===== config.mk =====
export PLATFORM = sky130hd
export DESIGN_NAME = insertion_sort_stream
export DESIGN_NICKNAME = d
export VERILOG_FILES = /design/src/rtl/insertion_sort_stream.sv
export SDC_FILE = /design/constraint.sdc
export NUM_CORES = 1
export LEC_CHECK = 0
export ABC_AREA = 1
export ABC_CLOCK_PERIOD_IN_PS = 5900
export CAP_MARGIN = 15
export CORE_MARGIN = 4
export CORE_UTILIZATION = 55
export CTS_CLUSTER_DIAMETER = 120
export CTS_CLUSTER_SIZE = 24
export DETAILED_ROUTE_END_ITERATION = 12
export GPL_TIMING_DRIVEN = 0
export PLACE_DENSITY = 0.71
export SLEW_MARGIN = 20
export SYNTH_ARGS = -nofsm -noshare
export SYNTH_HDL_FRONTEND = slang
export SYNTH_SLANG_ARGS = --single-unit

===== constraint.sdc =====
create_clock -name i_clk -period 5.9 [get_ports i_clk]
set_input_delay 0.885 -clock i_clk [delete_from_list [all_inputs] [get_ports i_clk]]
set_output_delay 0.885 -clock i_clk [all_outputs]
set_load 0.02 [all_outputs]

===== src/rtl/insertion_sort_stream.sv =====
// Streaming insertion sorter: fills a sorted register array one element per cycle,
// then drains it in order over a valid/ready output.
module insertion_sort_stream #(
  parameter int SIZE_DATA = 8,
  parameter int NUM_VALS  = 8,
  parameter int SIGNED    = 0,
  parameter int CNT_W     = $clog2(NUM_VALS + 1)
) (
  input  logic                 i_clk,
  input  logic                 i_rst,
  input  logic                 i_clear,
  input  logic                 i_desc,
  input  logic                 i_valid,
  input  logic [SIZE_DATA-1:0] i_data,
  input  logic                 i_last,
  output logic                 o_ready,
  output logic                 o_valid,
  output logic [SIZE_DATA-1:0] o_data,
  output logic                 o_last,
  input  logic                 i_ready,
  output logic [CNT_W-1:0]     o_count
);

  typedef enum logic {FILL = 1'b0, DRAIN = 1'b1} state_t;

  state_t               r_state;
  logic [SIZE_DATA-1:0] r_slot [NUM_VALS];
  logic [CNT_W-1:0]     r_count;
  logic                 r_desc;

  logic [NUM_VALS-1:0]  w_keep;
  logic [SIZE_DATA-1:0] w_ins [NUM_VALS];
  logic                 w_accept;
  logic                 w_end_fill;

  // True when held slot s must stay ahead of new element x (ties keep arrival order).
  function automatic logic keep_ahead(input logic [SIZE_DATA-1:0] s,
                                      input logic [SIZE_DATA-1:0] x,
                                      input logic                 desc);
    logic gt;
    logic lt;
    if (SIGNED != 0) begin
      gt = $signed(s) > $signed(x);
      lt = $signed(s) < $signed(x);
    end else begin
      gt = s > x;
      lt = s < x;
    end
    return desc ? !lt : !gt;
  endfunction

  // The array is sorted, so w_keep is a prefix; the first cleared bit is the insert point.
  always_comb begin
    w_keep = '0;
    for (int unsigned k = 0; k < NUM_VALS; k++) begin
      w_keep[k] = (CNT_W'(k) < r_count) && keep_ahead(r_slot[k], i_data, r_desc);
    end
    w_ins[0] = w_keep[0] ? r_slot[0] : i_data;
    for (int unsigned k = 1; k < NUM_VALS; k++) begin
      if (w_keep[k])
        w_ins[k] = r_slot[k];
      else if (w_keep[k-1])
        w_ins[k] = i_data;
      else
        w_ins[k] = r_slot[k-1];
    end
  end

  assign w_accept   = i_valid && (r_state == FILL);
  assign w_end_fill = i_last || (r_count == CNT_W'(NUM_VALS - 1));

  always_ff @(posedge i_clk or posedge i_rst) begin
    if (i_rst) begin
      r_state <= FILL;
      r_count <= '0;
      r_desc  <= 1'b0;
      for (int unsigned k = 0; k < NUM_VALS; k++) r_slot[k] <= '0;
    end else if (i_clear) begin
      r_state <= FILL;
      r_count <= '0;
    end else begin
      case (r_state)
        FILL: begin
          if (w_accept) begin
            for (int unsigned k = 0; k < NUM_VALS; k++) r_slot[k] <= w_ins[k];
            r_count <= r_count + CNT_W'(1);
            if (r_count == '0) r_desc <= i_desc;
            if (w_end_fill) r_state <= DRAIN;
          end
        end
        DRAIN: begin
          if (i_ready) begin
            for (int unsigned k = 0; k < NUM_VALS - 1; k++) r_slot[k] <= r_slot[k+1];
            r_count <= r_count - CNT_W'(1);
            if (r_count == CNT_W'(1)) r_state <= FILL;
          end
        end
        default: r_state <= FILL;
      endcase
    end
  end

  assign o_ready = (r_state == FILL);
  assign o_valid = (r_state == DRAIN);
  assign o_data  = r_slot[0];
  assign o_last  = (r_state == DRAIN) && (r_count == CNT_W'(1));
  assign o_count = r_count;

endmodule


# --- After elaboration in Yosys (flattened, before gate mapping) ---
# Cells that the tools add are included.
op_classes:
  magnitude_cmp: 24
  add_sub_neg: 2
  bitwise_logic: 3
  n_eq_ne: 13
  n_reduce_logical: 38
  n_mux: 36
ops:
  columns: ["cell", "n"]
  rows:
  - ["8-bit 2-to-1 mux", 15]
  - ["56-bit case mux with 2 select lines", 1]
  - ["8-bit > comparator", 8]
  - ["8-bit less-than comparator", 8]
  - ["64-bit 2-to-1 mux", 1]
  - ["56-bit 2-to-1 mux", 1]
  - ["4-bit AND reduction", 9]
  - ["1-bit zero test", 16]
  - ["3-bit by 4-bit less-than comparator with 1-bit output, first input constant", 4]
  - ["2-bit inequality test, second input constant", 8]
  - ["1-bit 2-to-1 mux", 13]
  - ["4-bit 2-to-1 mux", 3]
  - ["1-bit logical AND", 10]
  - ["1-bit by 4-bit less-than comparator with 1-bit output, first input constant", 2]
  - ["2-bit by 4-bit less-than comparator with 1-bit output, first input constant", 2]
  - ["4-bit case mux with 2 select lines", 1]
  - ["4-bit by 1-bit adder with 4-bit output, second input constant", 1]
  - ["4-bit by 1-bit == test with 1-bit output, second input constant", 1]
  - ["4-bit by 3-bit == test with 1-bit output, second input constant", 1]
  - ["4-bit zero test", 1]
  - ["4-bit by 1-bit subtractor with 4-bit output, second input constant", 1]
  - ["3-bit by 2-bit inequality test with 1-bit output, second input constant", 1]
  - ["3-bit inequality test, second input constant", 1]
  - ["1-bit NOT", 3]
  - ["4 further kinds", 4]
word_totals:
  register_bits: 70
  word_cells: 127
  inputBits: 15
  out_inout_bits: 15

# --- Longest topological paths before layout ---
# Gate-level depths: netlist of run 1.
depth:
  depth_word: 8
  mapped_depth: 16
  depth_no_buf: 15

# --- Least setup slack after synthesis of run 1 ---
# OpenSTA, ideal clock, no wires.
synth_timing:
  path_type: "in2reg"
  from: "input port i_data[7]"
  to: "register r_slot (netlist bit o_data[3])"
  arrival_time_ns: 2.522
  path_stages: 10
  n_path_buf: 1
  setup_time_ns: 0.120
  setup_slack_ns: 3.258
  required_time_ns: 5.780
  cell_sequence: "clkinv_1 > ha_1 > a21o_1 > nor2_2 > nand3_2 > nand4_1 > nand2_2 > buf_6 > nor2_1 > a21oi_1"
synth_via:
  elab_chain_len: 6
  word_cells_on_any_way: 8
  cone_classes: "2 x order compare; 1 x eq/ne; 1 x mux; 4 x reduce/logical"
synth_rtl:
  columns: ["item", "line_no", "source"]
  rows:
  - ["from (decl)", "14", "input logic [SIZE_DATA-1:0] i_data,"]
  - ["8-bit > comparator / 8-bit less-than comparator (equally long branches)", "46, 47", null]
  - ["1-bit zero test", "49", "return desc ? !lt : !gt;"]
  - ["1-bit 2-to-1 mux (*)", "49", null]
  - ["1-bit logical AND (*)", "56", "w_keep[k] = (CNT_W'(k) < r_count) && keep_ahead(r_slot[k], i_data, r_desc);"]
  - ["2-bit inequality test (no line) (*)", null, null]
  - ["4-bit AND reduction (no line) (*)", null, null]
  - ["to (decl)", "27", "logic [SIZE_DATA-1:0] r_slot [NUM_VALS];"]
# Every way passes the cells marked *; elsewhere a longest branch is shown, timed or not.
# A chain may end at the register's enable or synchronous reset.

# --- Worst setup path after layout of run 1 ---
layout_timing:
  from: "input port i_data[5]"
  to: "register r_slot[20] (netlist name)"
layout_via:
  elab_chain_len: 8
  word_cells_on_any_way: 18
  cone_classes: "4 x order compare; 1 x eq/ne; 6 x mux; 7 x reduce/logical"
layout_rtl:
  columns: ["item", "line_no", "source"]
  rows:
  - ["8-bit > comparator / 8-bit less-than comparator (equally long branches)", "46, 47", null]
  - ["1-bit zero test", "49", null]
  - ["1-bit 2-to-1 mux", "49", null]
  - ["1-bit logical AND", "56", null]
  - ["8-bit 2-to-1 mux", "62", "else if (w_keep[k-1])"]
  - ["8-bit 2-to-1 mux", "60", "if (w_keep[k])"]
  - ["64-bit 2-to-1 mux", "84", "if (w_accept) begin"]
  - ["56-bit case mux with 2 select lines", "82", "case (r_state)"]
# Parallel ways exist; a longest one is shown, timed or not. The select of a mux whose other input is x is not followed.

==> flow_metrics.tcl, run 1 <==
set metrics [dict create \
    critPathKind "in2reg" \
    die-area_mm2 0.0134 \
    r2r_slack_ns 3.76 \
    insertion_delay_ns 0.35 \
    first_global_vias 6032 \
    antennaDiodeCount 0 \
    fin_crit_sh_pct 60.4 \
    cp.arrival_ns 3.79 \
    drv_cap 0 \
    synth.distinct_cells 38 \
    crit_path_top_delay_cell "sky130_fd_sc_hd__clkinv_1" \
    yosys_warnings 0 \
    worst_path_largest_cell_delay_ns 0.60 \
    antenna_found_initial 0 \
    tritoncts_clock_tree "done" \
    post-route-drc-count 0 \
    detailed_place_hpwl_um 13700 \
    cts.repair.resized 0 \
    layout-area-overhead-vs-synth_pct 13.0 \
    holdBufCountCts 0 \
    global_route.usage.total_pct 29.1 \
    layout.cells.most_common "sky130_fd_sc_hd__nand2_1" \
    numCtsBuffers 9 \
    number_of_clock_sinks_seen_by_cts 70 \
    outcome "finished clean" \
    cell_area_after_synthesis_mm2 0.00640 \
    io_pins 30 \
    synth_enable_flop_cells 0 \
    timing.critical_path.required_ns 6.13 \
    die_w_um 116 \
    cts_post_setup_buffers_inserted 0 \
    first_pass_grt_wire_length_um 30400 \
    grt_start_max_net_pins 51 \
    irDropWorstVdd_v 0.000272 \
    design_area_mm2 0.00724 \
    final_layout_size_suffix_gt1_share_pct 8.54 \
    p_leak_nw 3.96 \
    clk_transition_reported_paths_ns 0.06 \
    grt_overflow_total 0 \
    detail_route.first_pass.iterations 5 \
    cp_common_cell "sky130_fd_sc_hd__nor2_1" \
    final_period_minus_worst_setup_slack_ns 3.56 \
    max-clock-path-buffers 2 \
    timing.critical_path.max_delay_family "buffers and inverters" \
    fin_tns_setup_ns 0 \
    crit_path_end_kind "flip-flop" \
    fp.coreArea_mm2 0.0114 \
    max-slew-margin-rel_pct 45.5 \
    cts-root-buf "sky130_fd_sc_hd__clkbuf_16" \
    worstPathCellList "clkdlybuf4s50_1 -> clkinv_1 -> ha_1 -> a21oi_1 -> nor2_1 -> nor2_1 -> nand3_2 -> nand4_4 -> nand2_4 -> nor2_1 -> a21oi_1" \
    fin_nets 1050 \
    setup_repair_after_global_routing_missed_its_margin "false" \
    placedInstanceArea_mm2 0.00690 \
    wl_per_cell_um 16.9 \
    dr.first_iter.drc_count 491 \
    final.setup_skew_ns 0.00891 \
    most_frequent_cells_in_the_layout "sky130_fd_sc_hd__nand2_1, sky130_fd_sc_hd__a21oi_1, sky130_fd_sc_hd__inv_1" \
    synth.ff_latch_count 70 \
    worstMarginPinSlew_ns 0.812 \
    timing.critical_path.from_type "primary input" \
    final.fill_count 1096 \
    synth_flop_cell "sky130_fd_sc_hd__dfrtp_1" \
    drt_wl_total_um 18800 \
    final_antenna_net_count 0 \
    num_vias 6313 \
    number_of_pins_with_negative_max_slew_slack_in_the_final_report 0 \
    std_cell_rows 39 \
    cp.buffers_inverters 2 \
    type_of_the_worst_min_delay_path "reg2reg" \
    synthesized_instance_count 926 \
    final-setup-viol-count 0 \
    htree_num_levels 3 \
    synth_fp_nets 1009 \
    port_buffers 29 \
    timing.critical_path.fanout_max 16 \
    gpl.final_weighted_congestion 0.871 \
    maxClockFrequency_ghz 0.281 \
    hold_violations 0 \
    floorplan.die.height_um 116 \
    vias_per_inst 5.66 \
    initial_core_util_pct 56.1 \
    synth.avg_cell_area_um2 6.91 \
    cellPowerDensity_mw_per_mm2 396 \
    sequential_to_total_area_share_from_yosys_stat_pct 27.4 \
    synth-async-reset-ratio_pct 100 \
]
## flip-flops by register name, indices dropped and copies added (netlist names)
name / cells
r_slot: 56
o_data: 8
o_count: 4
o_valid: 1
r_desc: 1
## cells by family (layout without fill, tap and decap cells)
logic type | after synthesis | in the layout | share of synthesized area [%]
buf+inv | 173 | 219 | 11.7
fa+ha+maj | 68 | 68 | 13.3
flops | 70 | 70 | 27.4
compound gates | 178 | 178 | 15.0
simple gates | 436 | 436 | 32.6
xor+xnor | 1 | 1 | 0.137
## layout make-up
type	instances	area, µm²	share of cell area [%]
buffer	31	206	2.85
clock buffer	13	270	3.73
clock inverter	3	65.1	0.899
inverter	142	543	7.50
multi-input combinational	683	3900	53.9
sequential	70	1750	24.2
tap	143	179	2.47
timing repair buffer	30	318	4.39
## synthesized netlist by cell type, types with 5 or more instances
cell type,instances,area share (%)
sky130_fd_sc_hd__nor2_2,5,0.49
sky130_fd_sc_hd__dfrtp_1,70,27
sky130_fd_sc_hd__nand3_1,60,4.7
sky130_fd_sc_hd__o21ai_0,13,1.0
sky130_fd_sc_hd__buf_4,11,1.3
sky130_fd_sc_hd__nand2_2,13,1.3
sky130_fd_sc_hd__a21oi_1,132,10
sky130_fd_sc_hd__ha_1,68,13
sky130_fd_sc_hd__nand4_1,45,4.4
sky130_fd_sc_hd__nand2_1,206,12
sky130_fd_sc_hd__inv_1,132,7.7
sky130_fd_sc_hd__clkinv_1,7,0.41
sky130_fd_sc_hd__a21o_1,7,0.82
sky130_fd_sc_hd__clkbuf_1,11,0.64
sky130_fd_sc_hd__o21ai_1,10,0.78
sky130_fd_sc_hd__nor2_1,84,4.9
sky130_fd_sc_hd__buf_6,6,1.1
sky130_fd_sc_hd__o22ai_1,8,0.78
sky130_fd_sc_hd__nand3_2,11,1.7
## worst register-to-register path: stages (launching register included)
cell and delay [ns]:
sky130_fd_sc_hd__dfrtp_1 0.44, sky130_fd_sc_hd__ha_1 0.31, sky130_fd_sc_hd__a21o_1 0.18, sky130_fd_sc_hd__nor2_1 0.19
sky130_fd_sc_hd__nand2_1 0.08, sky130_fd_sc_hd__nand2_1 0.08, sky130_fd_sc_hd__nand2_2 0.15, sky130_fd_sc_hd__nand3_4 0.17
sky130_fd_sc_hd__nand2_2 0.13, sky130_fd_sc_hd__nor2_1 0.20, sky130_fd_sc_hd__a21oi_1 0.09
## report_power, final
| part | switching, mW | total, mW | internal (mW) |
|---|---|---|---|
| clock | 0.219 | 0.623 | 0.404 |
| sequential | 0.196 | 0.845 | 0.649 |
| combinational | 0.869 | 1.40 | 0.531 |
## metrics by stage
step	utilization, %	instances	worst slack [ns]	power (mW)	hold slack, ns
5_1_grt	63.4	1115	2.10	3.11	0.588
3_5_place_dp	60.4	1099	2.04	2.23	0.512
6_report	63.4	1115	2.34	2.87	0.535
3_3_place_gp	60.2	1098	1.92	2.20	0.518
4_1_cts	63.4	1115	2.37	2.85	0.530
2_1_floorplan	-	926	3.25	1.84	0.491
## per-layer routing
metal	vias to the layer above	GRT usage, %	routed length [µm]	part of all wire, %
met1	2935	36.7	8240	44
met5	-	0	0	0
met2	183	50.3	9150	49
met3	40	5.69	1030	5.4
met4	0	9.13	397	2.1
li1	3155	-	-	-
## worst paths after layout
| kind | start | endpoint | depth (start not counted) |
|---|---|---|---|
| hold reg to reg | r_slot[48]$_DFFE_PP0P_ | r_slot[48]$_DFFE_PP0P_ | 2 |
| hold / removal | r_slot[48]$_DFFE_PP0P_ | r_slot[48]$_DFFE_PP0P_ | 2 |
| min in group asynchronous | i_rst | r_slot[42]$_DFFE_PP0P_ | 2 |
| max in group asynchronous | i_rst | r_slot[20]$_DFFE_PP0P_ | 3 |
| setup / recovery | i_data[5] | r_slot[20]$_DFFE_PP0P_ | 11 |
| setup reg to reg | r_slot[39]$_DFFE_PP0P_ | r_slot[38]$_DFFE_PP0P_ | 10 |
Power figures use the tool's default switching activity.
==> run 2: changes to the inputs <==
ABC_CLOCK_PERIOD_IN_PS = 3170   (was 5900)
PLACE_DENSITY = 0.74   (was 0.71)
clock period = 3.17 ns   (was 5.9 ns; I/O delays follow)
==> run 2 against run 1 <==
Net effect: sequential cell count is the same; die area is the same; highest routed layer unchanged; non-clock buffer count is the same; clock-buffer cell count grew 1; worst setup slack lost 2.0 ns; wire length shrank 1.8%; via count grew 1.4%; clock skew grew 0.0015 ns; worst hold slack lost 0.13 ns; largest cell class unchanged.
==> flow_metrics.tcl, run 2 (synthesized netlist as in run 1, its figures left out) <==
set metrics [dict create \
    outcome "finished clean" \
    number_of_clock_sinks_seen_by_cts 70 \
    r2r-start "o_count[0]$_DFFE_PP0P_" \
    timing.rr.end "r_slot[50]$_DFFE_PP0P_" \
    p_sw_mw 2.37 \
    timing.critical_path.required_ns 3.38 \
    cts_post_setup_buffers_inserted 0 \
    crit_path_end_kind "flip-flop" \
    post-route-drc-count 0 \
    io_pins 30 \
    grt_overflow_total 0 \
    number_of_pins_with_negative_max_slew_slack_in_the_final_report 0 \
    dr.first_iter.drc_count 494 \
    critical_path_sink "r_slot[0]$_DFFE_PP0P_" \
    largest_register_ff_count 56 \
    pwr-share-clk_pct 18.7 \
    global_route.usage.total_pct 28.8 \
    timing.critical_path.fanout_max 16 \
    r2r_slack_ns 1.12 \
    cts.repair.resized 0 \
    irDropWorstVdd_v 0.000466 \
    htree_num_levels 3 \
    std_cell_rows 39 \
    critPathKind "in2reg" \
    fp.coreArea_mm2 0.0114 \
    cp-startpoint "i_data[2]" \
    detailed_place_hpwl_um 13400 \
    wl_met1_um 8180 \
    floorplan.die.height_um 116 \
    die-area_mm2 0.0134 \
    met3_routed_length_um 953 \
    fin_crit_sh_pct 89.8 \
    holdBufCountCts 0 \
    p_leak_nw 3.91 \
    fin_nets 1050 \
    vias_per_inst 5.74 \
    depth_of_the_worst_register_to_register_path 7 \
    setup_repair_after_global_routing_missed_its_margin "false" \
    final_antenna_net_count 0 \
    intPower_mw 2.77 \
    first_pass_grt_wire_length_um 30200 \
    stdcell_count 1114 \
    final.setup_skew_ns 0.0105 \
    fin_tns_setup_ns 0 \
    hold_violations 0 \
    final_period_minus_worst_setup_slack_ns 2.85 \
    grt_start_max_net_pins 57 \
    port_buffers 29 \
    fraction_of_power_consumed_by_combinational_cells_pct 50.8 \
    tritoncts_clock_tree "done" \
    numCtsBuffers 9 \
    top_signal_layer_used "met4" \
    final.fill_count 1097 \
    clk_transition_reported_paths_ns 0.06 \
    max-slew-margin-rel_pct 51.3 \
    final-setup-viol-count 0 \
    wl_per_cell_um 16.6 \
    layout-area-overhead-vs-synth_pct 12.4 \
    max_flop_register "r_slot" \
    timing.critical_path.from_type "primary input" \
    final_layout_size_suffix_gt1_share_pct 8.96 \
    max-clock-path-buffers 2 \
    design_power_total_mw 5.14 \
    insertion_delay_ns 0.35 \
    antennaDiodeCount 0 \
    antenna_found_initial 0 \
    most_frequent_cells_in_the_layout "sky130_fd_sc_hd__nand2_1, sky130_fd_sc_hd__a21oi_1, sky130_fd_sc_hd__inv_1" \
    cellPowerDensity_mw_per_mm2 714 \
    first_global_vias 6076 \
    cp.arrival_ns 3.06 \
    drt_wl_total_um 18500 \
    seq_power_share_pct 30.5 \
    initial_core_util_pct 56.1 \
    cts-root-buf "sky130_fd_sc_hd__clkbuf_16" \
    maxClockFrequency_ghz 0.351 \
    worstMarginPinSlew_ns 0.728 \
    proportion_of_total_power_due_to_net_switching_pct 46.2 \
    detail_route.first_pass.iterations 5 \
    drv_cap 0 \
    placedCellCount 1099 \
    gpl.final_weighted_congestion 0.923 \
    layout.cells.most_common "sky130_fd_sc_hd__nand2_1" \
    die_w_um 116 \
    num_vias 6399 \
    routed_met2_length_um 8940 \
    type_of_the_worst_min_delay_path "in2async" \
]
## run 2: cell count changes in the layout (fill, tap and decap cells not counted)
cell,delta
sky130_fd_sc_hd__clkinv_1,-7
sky130_fd_sc_hd__clkinvlp_4,+7
sky130_fd_sc_hd__bufinv_16,-2
sky130_fd_sc_hd__clkbuf_1,+2
sky130_fd_sc_hd__clkbuf_8,-1
## run 2: how the worst min path moves through the flow
stage,startpoint,to,cells after the start
2_1_floorplan,r_slot[48]$_DFFE_PP0P_,r_slot[48]$_DFFE_PP0P_,2
3_3_place_gp,r_slot[48]$_DFFE_PP0P_,r_slot[48]$_DFFE_PP0P_,2
3_5_place_dp,r_slot[48]$_DFFE_PP0P_,r_slot[48]$_DFFE_PP0P_,2
4_1_cts,i_rst,o_data[6]$_DFFE_PP0P_,2
5_1_grt,i_rst,o_data[6]$_DFFE_PP0P_,2
6_report,i_rst,o_data[6]$_DFFE_PP0P_,2
## run 2: worst max-delay path: stages
cell	delay, ns
sky130_fd_sc_hd__clkdlybuf4s50_1	0.50
sky130_fd_sc_hd__clkinvlp_4	0.44
sky130_fd_sc_hd__ha_1	0.49
sky130_fd_sc_hd__nand2_1	0.06
sky130_fd_sc_hd__o21ai_0	0.15
sky130_fd_sc_hd__nand2_1	0.10
sky130_fd_sc_hd__nand3_1	0.08
sky130_fd_sc_hd__nand2_1	0.05
sky130_fd_sc_hd__nor2_1	0.37
sky130_fd_sc_hd__nor2_2	0.17
sky130_fd_sc_hd__nand2_1	0.09
sky130_fd_sc_hd__o21ai_0	0.07
## run 2: final cells by class
type,count,area [µm²],area share [%]
Clock buffer,14,264,3.67
Inverter,142,569,7.91
Multi-Input combinational cell,683,3900,54.2
Tap cell,143,179,2.49
Timing Repair Buffer,30,318,4.42
Buffer,31,206,2.87
Clock inverter,1,5.00,0.0695
Sequential cell,70,1750,24.3
## run 2: power by group through the flow
| stage | clock network [mW] | logic (mW) | registers, mW |
|---|---|---|---|
| global route | 0.998 | 2.98 | 1.60 |
| floorplan | 0 | 1.98 | 1.45 |
| CTS | 0.961 | 2.59 | 1.56 |
| global placement | 0 | 2.50 | 1.57 |
| detailed placement | 0 | 2.57 | 1.57 |
| finish | 0.961 | 2.61 | 1.57 |
## run 2: metal layers
metal  global-route usage (%)  vias to the layer above
met2                     50.2                      199
met3                     4.02                       33
met5                        0                        -
met4                     9.59                        0
met1                     36.6                     3002
li1                         -                     3165
## run 2: metrics by stage
stage	cell area [µm²]	util (%)	hold WS, ns	setup slack (ns)
2_1_floorplan	6400	-	0.491	0.926
3_3_place_gp	6870	60.2	0.516	-0.361
3_5_place_dp	6900	60.4	0.523	-0.257
4_1_cts	7170	62.8	0.412	0.0909
5_1_grt	7200	63.0	0.433	0.161
6_report	7200	63.0	0.401	0.323
==> run 3: changes to the inputs <==
CAP_MARGIN = not set   (was 15)
==> results of run 3 <==
Same layout as run 2: the final DEF is identical, and so are final timing and power.
